<file path="config.mk">
export PLATFORM = sky130hd
export DESIGN_NAME = hr_init_seq
export DESIGN_NICKNAME = d
export VERILOG_FILES = /design/src/rtl/hr_init_pkg.sv /design/src/rtl/hr_sync2.sv /design/src/rtl/hr_init_seq.sv
export SDC_FILE = /design/constraint.sdc
export NUM_CORES = 1
export LEC_CHECK = 0
export CORE_MARGIN = 2
export CORE_UTILIZATION = 56
export DETAILED_ROUTE_END_ITERATION = 10
export GPL_TIMING_DRIVEN = 0
export PLACE_DENSITY = 0.77
export SLEW_MARGIN = 10
export SYNTH_ARGS = -nofsm -noshare
export SYNTH_HDL_FRONTEND = slang
export SYNTH_SLANG_ARGS = --single-unit
</file>
<file path="constraint.sdc">
create_clock -name clk_hr -period 3.09 [get_ports clk_hr]
set_input_delay 0.7725 -clock clk_hr [delete_from_list [all_inputs] [get_ports clk_hr]]
set_output_delay 0.7725 -clock clk_hr [all_outputs]
set_load 0.005 [all_outputs]
</file>
<file path="src/rtl/hr_init_pkg.sv">
// rtl/hr_init_pkg.sv - shared state encoding and timing helpers for the HyperRAM init sequencer
package hr_init_pkg;

    typedef enum logic [2:0] {
        ST_WAIT_LOCK   = 3'd0,
        ST_POWER_UP    = 3'd1,
        ST_RST_PULSE   = 3'd2,
        ST_RST_RECOVER = 3'd3,
        ST_READY       = 3'd4
    } hr_init_state_e;

    // Rounds up so a phase is never shorter than the datasheet minimum.
    function automatic int unsigned ns_to_cycles(input longint unsigned ns,
                                                 input longint unsigned freq);
        longint unsigned cyc;
        cyc = (ns * freq + 64'd999_999_999) / 64'd1_000_000_000;
        if (cyc == 64'd0) cyc = 64'd1;
        return cyc[31:0];
    endfunction

    function automatic int unsigned max3(input int unsigned a,
                                         input int unsigned b,
                                         input int unsigned c);
        int unsigned m;
        m = (a > b) ? a : b;
        return (m > c) ? m : c;
    endfunction

endpackage

</file>
<file path="src/rtl/hr_sync2.sv">
// rtl/hr_sync2.sv - two-flop synchroniser into the clk_hr domain
module hr_sync2 #(
    parameter int Width = 1
) (
    input  logic             clk_hr,
    input  logic             rst_hr,
    input  logic [Width-1:0] d,
    output logic [Width-1:0] q
);

    (* ASYNC_REG = "TRUE" *) logic [Width-1:0] meta;
    (* ASYNC_REG = "TRUE" *) logic [Width-1:0] sync_q;

    always_ff @(posedge clk_hr) begin
        if (rst_hr) begin
            meta   <= '0;
            sync_q <= '0;
        end else begin
            meta   <= d;
            sync_q <= meta;
        end
    end

    assign q = sync_q;

endmodule

</file>
<file path="src/rtl/hr_init_seq.sv">
// rtl/hr_init_seq.sv - HyperRAM power-up / RESET# sequencer driven by PLL lock
module hr_init_seq
    import hr_init_pkg::*;
#(
    parameter int unsigned ClkFreqHz = 100_000_000,
    parameter int unsigned TvcsNs    = 150_000,
    parameter int unsigned TrpNs     = 200,
    parameter int unsigned TrhNs     = 200
) (
    input  logic       clk_hr,
    input  logic       rst_hr,
    input  logic       locked_i,
    input  logic       restart_i,
    output logic       hr_rst_n_o,
    output logic       init_done_o,
    output logic       lock_lost_o,
    output logic [2:0] state_o
);

    localparam int unsigned TvcsCyc = ns_to_cycles(64'(TvcsNs), 64'(ClkFreqHz));
    localparam int unsigned TrpCyc  = ns_to_cycles(64'(TrpNs), 64'(ClkFreqHz));
    localparam int unsigned TrhCyc  = ns_to_cycles(64'(TrhNs), 64'(ClkFreqHz));
    localparam int unsigned MaxCyc  = max3(TvcsCyc, TrpCyc, TrhCyc);
    localparam int          CntW    = $clog2(MaxCyc + 1);

    localparam logic [CntW-1:0] TvcsLoad = CntW'(TvcsCyc - 1);
    localparam logic [CntW-1:0] TrpLoad  = CntW'(TrpCyc - 1);
    localparam logic [CntW-1:0] TrhLoad  = CntW'(TrhCyc - 1);

    hr_init_state_e  state;
    logic [CntW-1:0] cnt;
    logic            locked_s;

    hr_sync2 #(.Width(1)) u_lock_sync (
        .clk_hr (clk_hr),
        .rst_hr (rst_hr),
        .d      (locked_i),
        .q      (locked_s)
    );

    // Outputs are decoded on the transition so they change on the same edge as the state.
    always_ff @(posedge clk_hr) begin
        if (rst_hr) begin
            state       <= ST_WAIT_LOCK;
            cnt         <= '0;
            hr_rst_n_o  <= 1'b0;
            init_done_o <= 1'b0;
            lock_lost_o <= 1'b0;
        end else if (restart_i) begin
            state       <= ST_WAIT_LOCK;
            cnt         <= '0;
            hr_rst_n_o  <= 1'b0;
            init_done_o <= 1'b0;
            lock_lost_o <= 1'b0;
        end else if (!locked_s && state != ST_WAIT_LOCK) begin
            state       <= ST_WAIT_LOCK;
            cnt         <= '0;
            hr_rst_n_o  <= 1'b0;
            init_done_o <= 1'b0;
            lock_lost_o <= 1'b1;
        end else begin
            case (state)
                ST_WAIT_LOCK: begin
                    if (locked_s) begin
                        state <= ST_POWER_UP;
                        cnt   <= TvcsLoad;
                    end
                end
                ST_POWER_UP: begin
                    if (cnt == '0) begin
                        state <= ST_RST_PULSE;
                        cnt   <= TrpLoad;
                    end else begin
                        cnt <= cnt - CntW'(1);
                    end
                end
                ST_RST_PULSE: begin
                    if (cnt == '0) begin
                        state      <= ST_RST_RECOVER;
                        cnt        <= TrhLoad;
                        hr_rst_n_o <= 1'b1;
                    end else begin
                        cnt <= cnt - CntW'(1);
                    end
                end
                ST_RST_RECOVER: begin
                    if (cnt == '0) begin
                        state       <= ST_READY;
                        init_done_o <= 1'b1;
                    end else begin
                        cnt <= cnt - CntW'(1);
                    end
                end
                ST_READY: begin
                    cnt <= '0;
                end
                default: begin
                    state       <= ST_WAIT_LOCK;
                    cnt         <= '0;
                    hr_rst_n_o  <= 1'b0;
                    init_done_o <= 1'b0;
                end
            endcase
        end
    end

    assign state_o = state;

endmodule
</file>
# Word level (Yosys, flattened, before mapping)

Cells that the tools add are included.

Add/subtract/negate cells: 1
Eq/ne operators: 9
Muxes and demuxes: 12
Bitwise logic cells: 3
Reductions and logical operators: 14

Operator list:

| kind                  | number |
|---|---|
| $mux 14               | 3 |
| $pmux 14 s3           | 1 |
| $pmux 3 s5            | 1 |
| $logic_not 14->1      | 1 |
| $sub 14x1->14 const B | 1 |
| $mux 3                | 4 |
| $ne 2x2->1 const B    | 4 |
| $reduce_or 4->1       | 2 |
| $eq 3x2->1 const B    | 2 |
| $reduce_and 2->1      | 3 |
| $reduce_and 5->1      | 1 |
| $pmux 1 s2            | 2 |
| $reduce_or 2->1       | 2 |
| $eq 3x1->1 const B    | 1 |
| $eq 3x3->1 const B    | 1 |
| $logic_not 3->1       | 1 |
| $not 1->1             | 3 |
| $reduce_bool 3->1     | 1 |
| $reduce_or 3->1       | 1 |
| $ne 2x1->1 const B    | 1 |
| $logic_and 1x1->1     | 1 |
| $logic_not 1->1       | 1 |
| $mux 1                | 1 |

Register bits: 22
Bits of input ports: 4
Output and inout port bits: 6

# Logic depth before layout (Yosys ltp)

Gate-level depths: netlist (run 1).

Depth after elaboration: 4
Depth in mapped cells: 8
Gate-level depth less buffers: 7

# Cells and area by module

From an unflattened synthesis (run 1), not the netlist that was laid out.

Cell total of the unflattened synthesis: 155
Area, all modules: 1265.0 µm²

Modules (own cells, without submodules):

| module      | instances | cells each | area an instance (µm²) |
|---|---|---|---|
| hr_init_seq | 1         | 151        | 1212.4 |
| hr_sync2    | 1         | 4          | 52.6 |

# Worst setup path before layout (run 1)

OpenSTA, ideal clock, no wires.

Path type: flip-flop to flip-flop
From: register cnt[0]
To: register cnt[9]
Library setup time: 0.135 ns
Arrival: 2.000 ns
Path slack: 0.955 ns
Stages on the path, launching flop included: 7
Path buffers: 1
Clock period less this slack: 2.135 ns
Path through: dfxtp_1 or4_4 or3b_1 buf_2 or3_1 a221oi_1 nor3_1

Longest elaborated chain between the ends: 3
Elaborated cells on any way between the ends: 7
Classes of those cells: add/sub (1); eq/ne (1); mux (3); reduce/logical (2)

RTL lines:

| element                                           | RTL line          | RTL |
|---|---|---|
| start, declared                                   | hr_init_seq.sv:31 | `logic [CntW-1:0] cnt;` |
| start signal, assigned                            | hr_init_seq.sv:66 | `cnt <= TvcsLoad;` |
| start signal, assigned                            | hr_init_seq.sv:72 | `cnt <= TrpLoad;` |
| start signal, assigned                            | hr_init_seq.sv:74 | `cnt <= cnt - CntW'(1);` |
| $sub 14x1->14 or $logic_not 14->1 (tied branches) | n/a               |  |
| $mux 14, or another cell as far along             | hr_init_seq.sv:87 | `if (cnt == '0) begin` |
| $pmux 14 s3 or $reduce_and 2->1 (tied branches)   | n/a               |  |

Parallel ways exist; a longest one is shown, timed or not. The select of a mux whose other input is x is not followed.
A chain may end at the register's enable or synchronous reset.

# Worst setup path after layout (run 1)

From: register cnt[0]
To: register cnt[10]

Same word-level chain as after synthesis.

==> flow_metrics.py, run 1 <==
metrics = {
    "yosys": {
        "yosysSeqAreaShare": 0.3625,
        "synth_area_leaders": "dfxtp_1, a21oi_1, nor2_1",
        "yosys_warnings": 0,
        "synth_flop_cell": "dfxtp_1",
        "synth-edff-count": 0,
        "netlist.area_leader.share": 0.3625,
        "syn_area_um2": 1215,
        "async_flop_share": 0,
        "ys_ff_latch": 22,
        "avgSynthCellArea_um2": 7.838,
        "synth.distinct_cells": 46,
        "yosys.area.top_type": "dfxtp_1",
        "synthCells": 155,
        "syn-num-nets": 160,
    },
    "cells_and_area": {
        "diodes": 0,
        "area_growth_syn_to_layout_pct": 13.18,
        "final_nets": 174,
        "register_area_um2": 440.4,
        "multi_input_area_um2": 714.4,
        "final_cell_mix": "dfxtp_1, nor2_1, a21oi_1",
        "fillers": 182,
        "fin_area_um2": 1375,
        "final_common_cell": "dfxtp_1",
        "drive_gt1_frac": 0.09524,
    },
    "sta": {
        "worst_pin_slew_ps": 684.5,
        "fmax_mhz": 367.2,
        "drv_slew": 0,
        "relSlewSlack": 0.5372,
        "min_period_over_period": 0.8814,
        "rsz0062_at_grt": "no",
        "worst_clock_skew_ps": 10.12,
        "hold_slack_ps": 467.6,
        "min_period_ps": 2723,
        "fin_tns_setup_ps": 0,
        "report.final.hold_viol_count": 0,
        "setup_viol": 0,
    },
    "worst_hold_path": {
        "hold_path_class": "flop to flop",
    },
    "die": {
        "die_x_um": 50.58,
        "core_area_um2": 2002,
        "die_h_um": 50.58,
        "initial_core_util": 0.6069,
        "dieArea_um2": 2558,
        "ios": 10,
        "rows": 16,
    },
    "global_routing": {
        "grt_max_degree": 13,
        "grt_pass1_vias": 1038,
        "grt_pass1_wl_mm": 4.560,
        "grt_overflow": 0,
        "grt_use_total": 0.2327,
        "antenna_found_initial": 0,
    },
    "pwr": {
        "finalPower_mw": 0.5883,
        "p_leak_nw": 0.5039,
        "vdd_drop_max_mv": 0.2961,
        "powerDensity_nw_per_um2": 427.8,
    },
    "route": {
        "detail_route.first_pass.iterations": 4,
        "drc": 0,
        "wl_mm": 2.784,
        "ant_nets": 0,
        "drt_iter0_drc": 33,
        "vias_per_cell": 6.231,
        "vias": 1215,
        "wl_per_cell_um": 14.28,
    },
    "cts": {
        "worstSkewPairLatency_ps": 320,
        "numCtsBuffers": 3,
        "cts_tree": "yes",
        "postCtsSetupRepairBufs": 0,
        "cts-resized-gates": 0,
        "cts_root_buf": "clkbuf_4",
        "cts.sinks": 22,
        "clk_path_buf_depth": 2,
        "cts_hold_buf": 0,
        "htreeDepth": 1,
        "cts.clk_slew.worst_paths_ps": 130,
    },
    "place": {
        "hpwl_mm": 2.041,
        "routabilityCongestion": 0.8341,
        "portBuffers": 9,
        "placed_area_um2": 1339,
    },
    "worst_setup_path": {
        "cpPeakStageDelay_ps": 590,
        "cp.arrival_ps": 2910,
        "crit_chain": "inv_1 > ha_1 > nor4b_1 > and4_1 > clkbuf_1 > mux2i_1 > o221ai_1 > nor2_1",
        "worst_setup_path_start_kind": "flop",
        "cpLargestDelayFamily": "simple AND/OR/NAND/NOR gates",
        "critical_path_class": "flop to flop",
        "crit_required_ps": 3280,
        "end_kind": "flop",
        "cp_num_buf_inv": 2,
        "cp_max_fo": 7,
        "slowest_stage": "nor4b_1",
    },
    "job": {
        "cap_violations": 0,
    },
    "run_status": {
        "status": "complete, no violations",
    },
}
## stage by stage
stage	worst slack (ps)	cells	utilization
6_report	366.5	195	0.6869
5_1_grt	251.1	195	0.6869
4_1_cts	446.8	195	0.6869
3_5_place_dp	471.2	191	0.6688
3_3_place_gp	674.0	191	0.6688
2_1_floorplan	954.8	155	-
## worst paths after layout
path	from	endpoint	slack, ps	cells after the start
setup / recovery	cnt[0]	cnt[10]	370	8
hold / removal	u_lock_sync.meta	u_lock_sync.q	470	1
setup reg to reg	cnt[0]	cnt[10]	370	8
hold reg to reg	u_lock_sync.meta	u_lock_sync.q	470	1
## cell families (layout without fill, tap and decap cells)
group | Yosys count | after routing | synth area share
flip-flops | 22 | 22 | 0.3625
XOR/XNOR | 3 | 3 | 0.02163
multiplexers | 1 | 1 | 0.008239
adder cells (fa/ha/maj) | 1 | 1 | 0.01030
AND/OR/NAND/NOR | 68 | 68 | 0.3028
buffers and inverters | 13 | 26 | 0.04943
AO/OA/AOI/OAI | 47 | 47 | 0.2451
## sequential cells by signal, indices dropped and copies added (netlist names)
register	flops
hr_rst_n_o	1
u_lock_sync.meta	1
lock_lost_o	1
u_lock_sync.q	1
cnt	14
state_o	3
init_done_o	1
## layer usage
layer	part of all wire	track usage	up-vias	wire length (µm)
li1	-	-	606	-
met1	0.48	0.3216	571	1325
met2	0.46	0.3618	34	1272
met3	0.056	0.02976	4	156
met4	0.010	0.1036	0	29
met5	0	0	-	0
## synthesized netlist by cell type, drive strengths merged, types with 2 or more instances
master,number
nor4,2
nand2b,2
nor3,6
nor2,19
nor2b,2
xnor2,3
buf,2
or4,2
a211oi,2
o41ai,2
nand4,2
a211o,3
dfxtp,22
a21oi,18
clkbuf,6
or3,7
o31ai,2
or4b,2
nand2,13
o221ai,3
inv,4
nor4b,2
o21ai,10
nand3,2
## area by class of cell
class,instances,share of cell area
sequential,22,0.3203
inverter,4,0.01092
buffer,9,0.03276
multi-input combinational,120,0.5196
tap,27,0.02457
clock buffer,4,0.02639
timing repair buffer,9,0.06551
## power by group
part / total, mW / leakage (nW) / internal (mW) / switching (mW)
registers: 0.300 / 0.178 / 0.291 / 0.00852
clock network: 0.166 / 0.0210 / 0.0721 / 0.0941
logic: 0.122 / 0.304 / 0.0492 / 0.0729
(Power assumes the default switching activity.)
==> inputs of run 2 (changes only) <==
Settings changed: CTS_CLUSTER_DIAMETER set to 100.
==> results of run 2 <==
Final layout, timing and power as in run 1 (identical DEF).
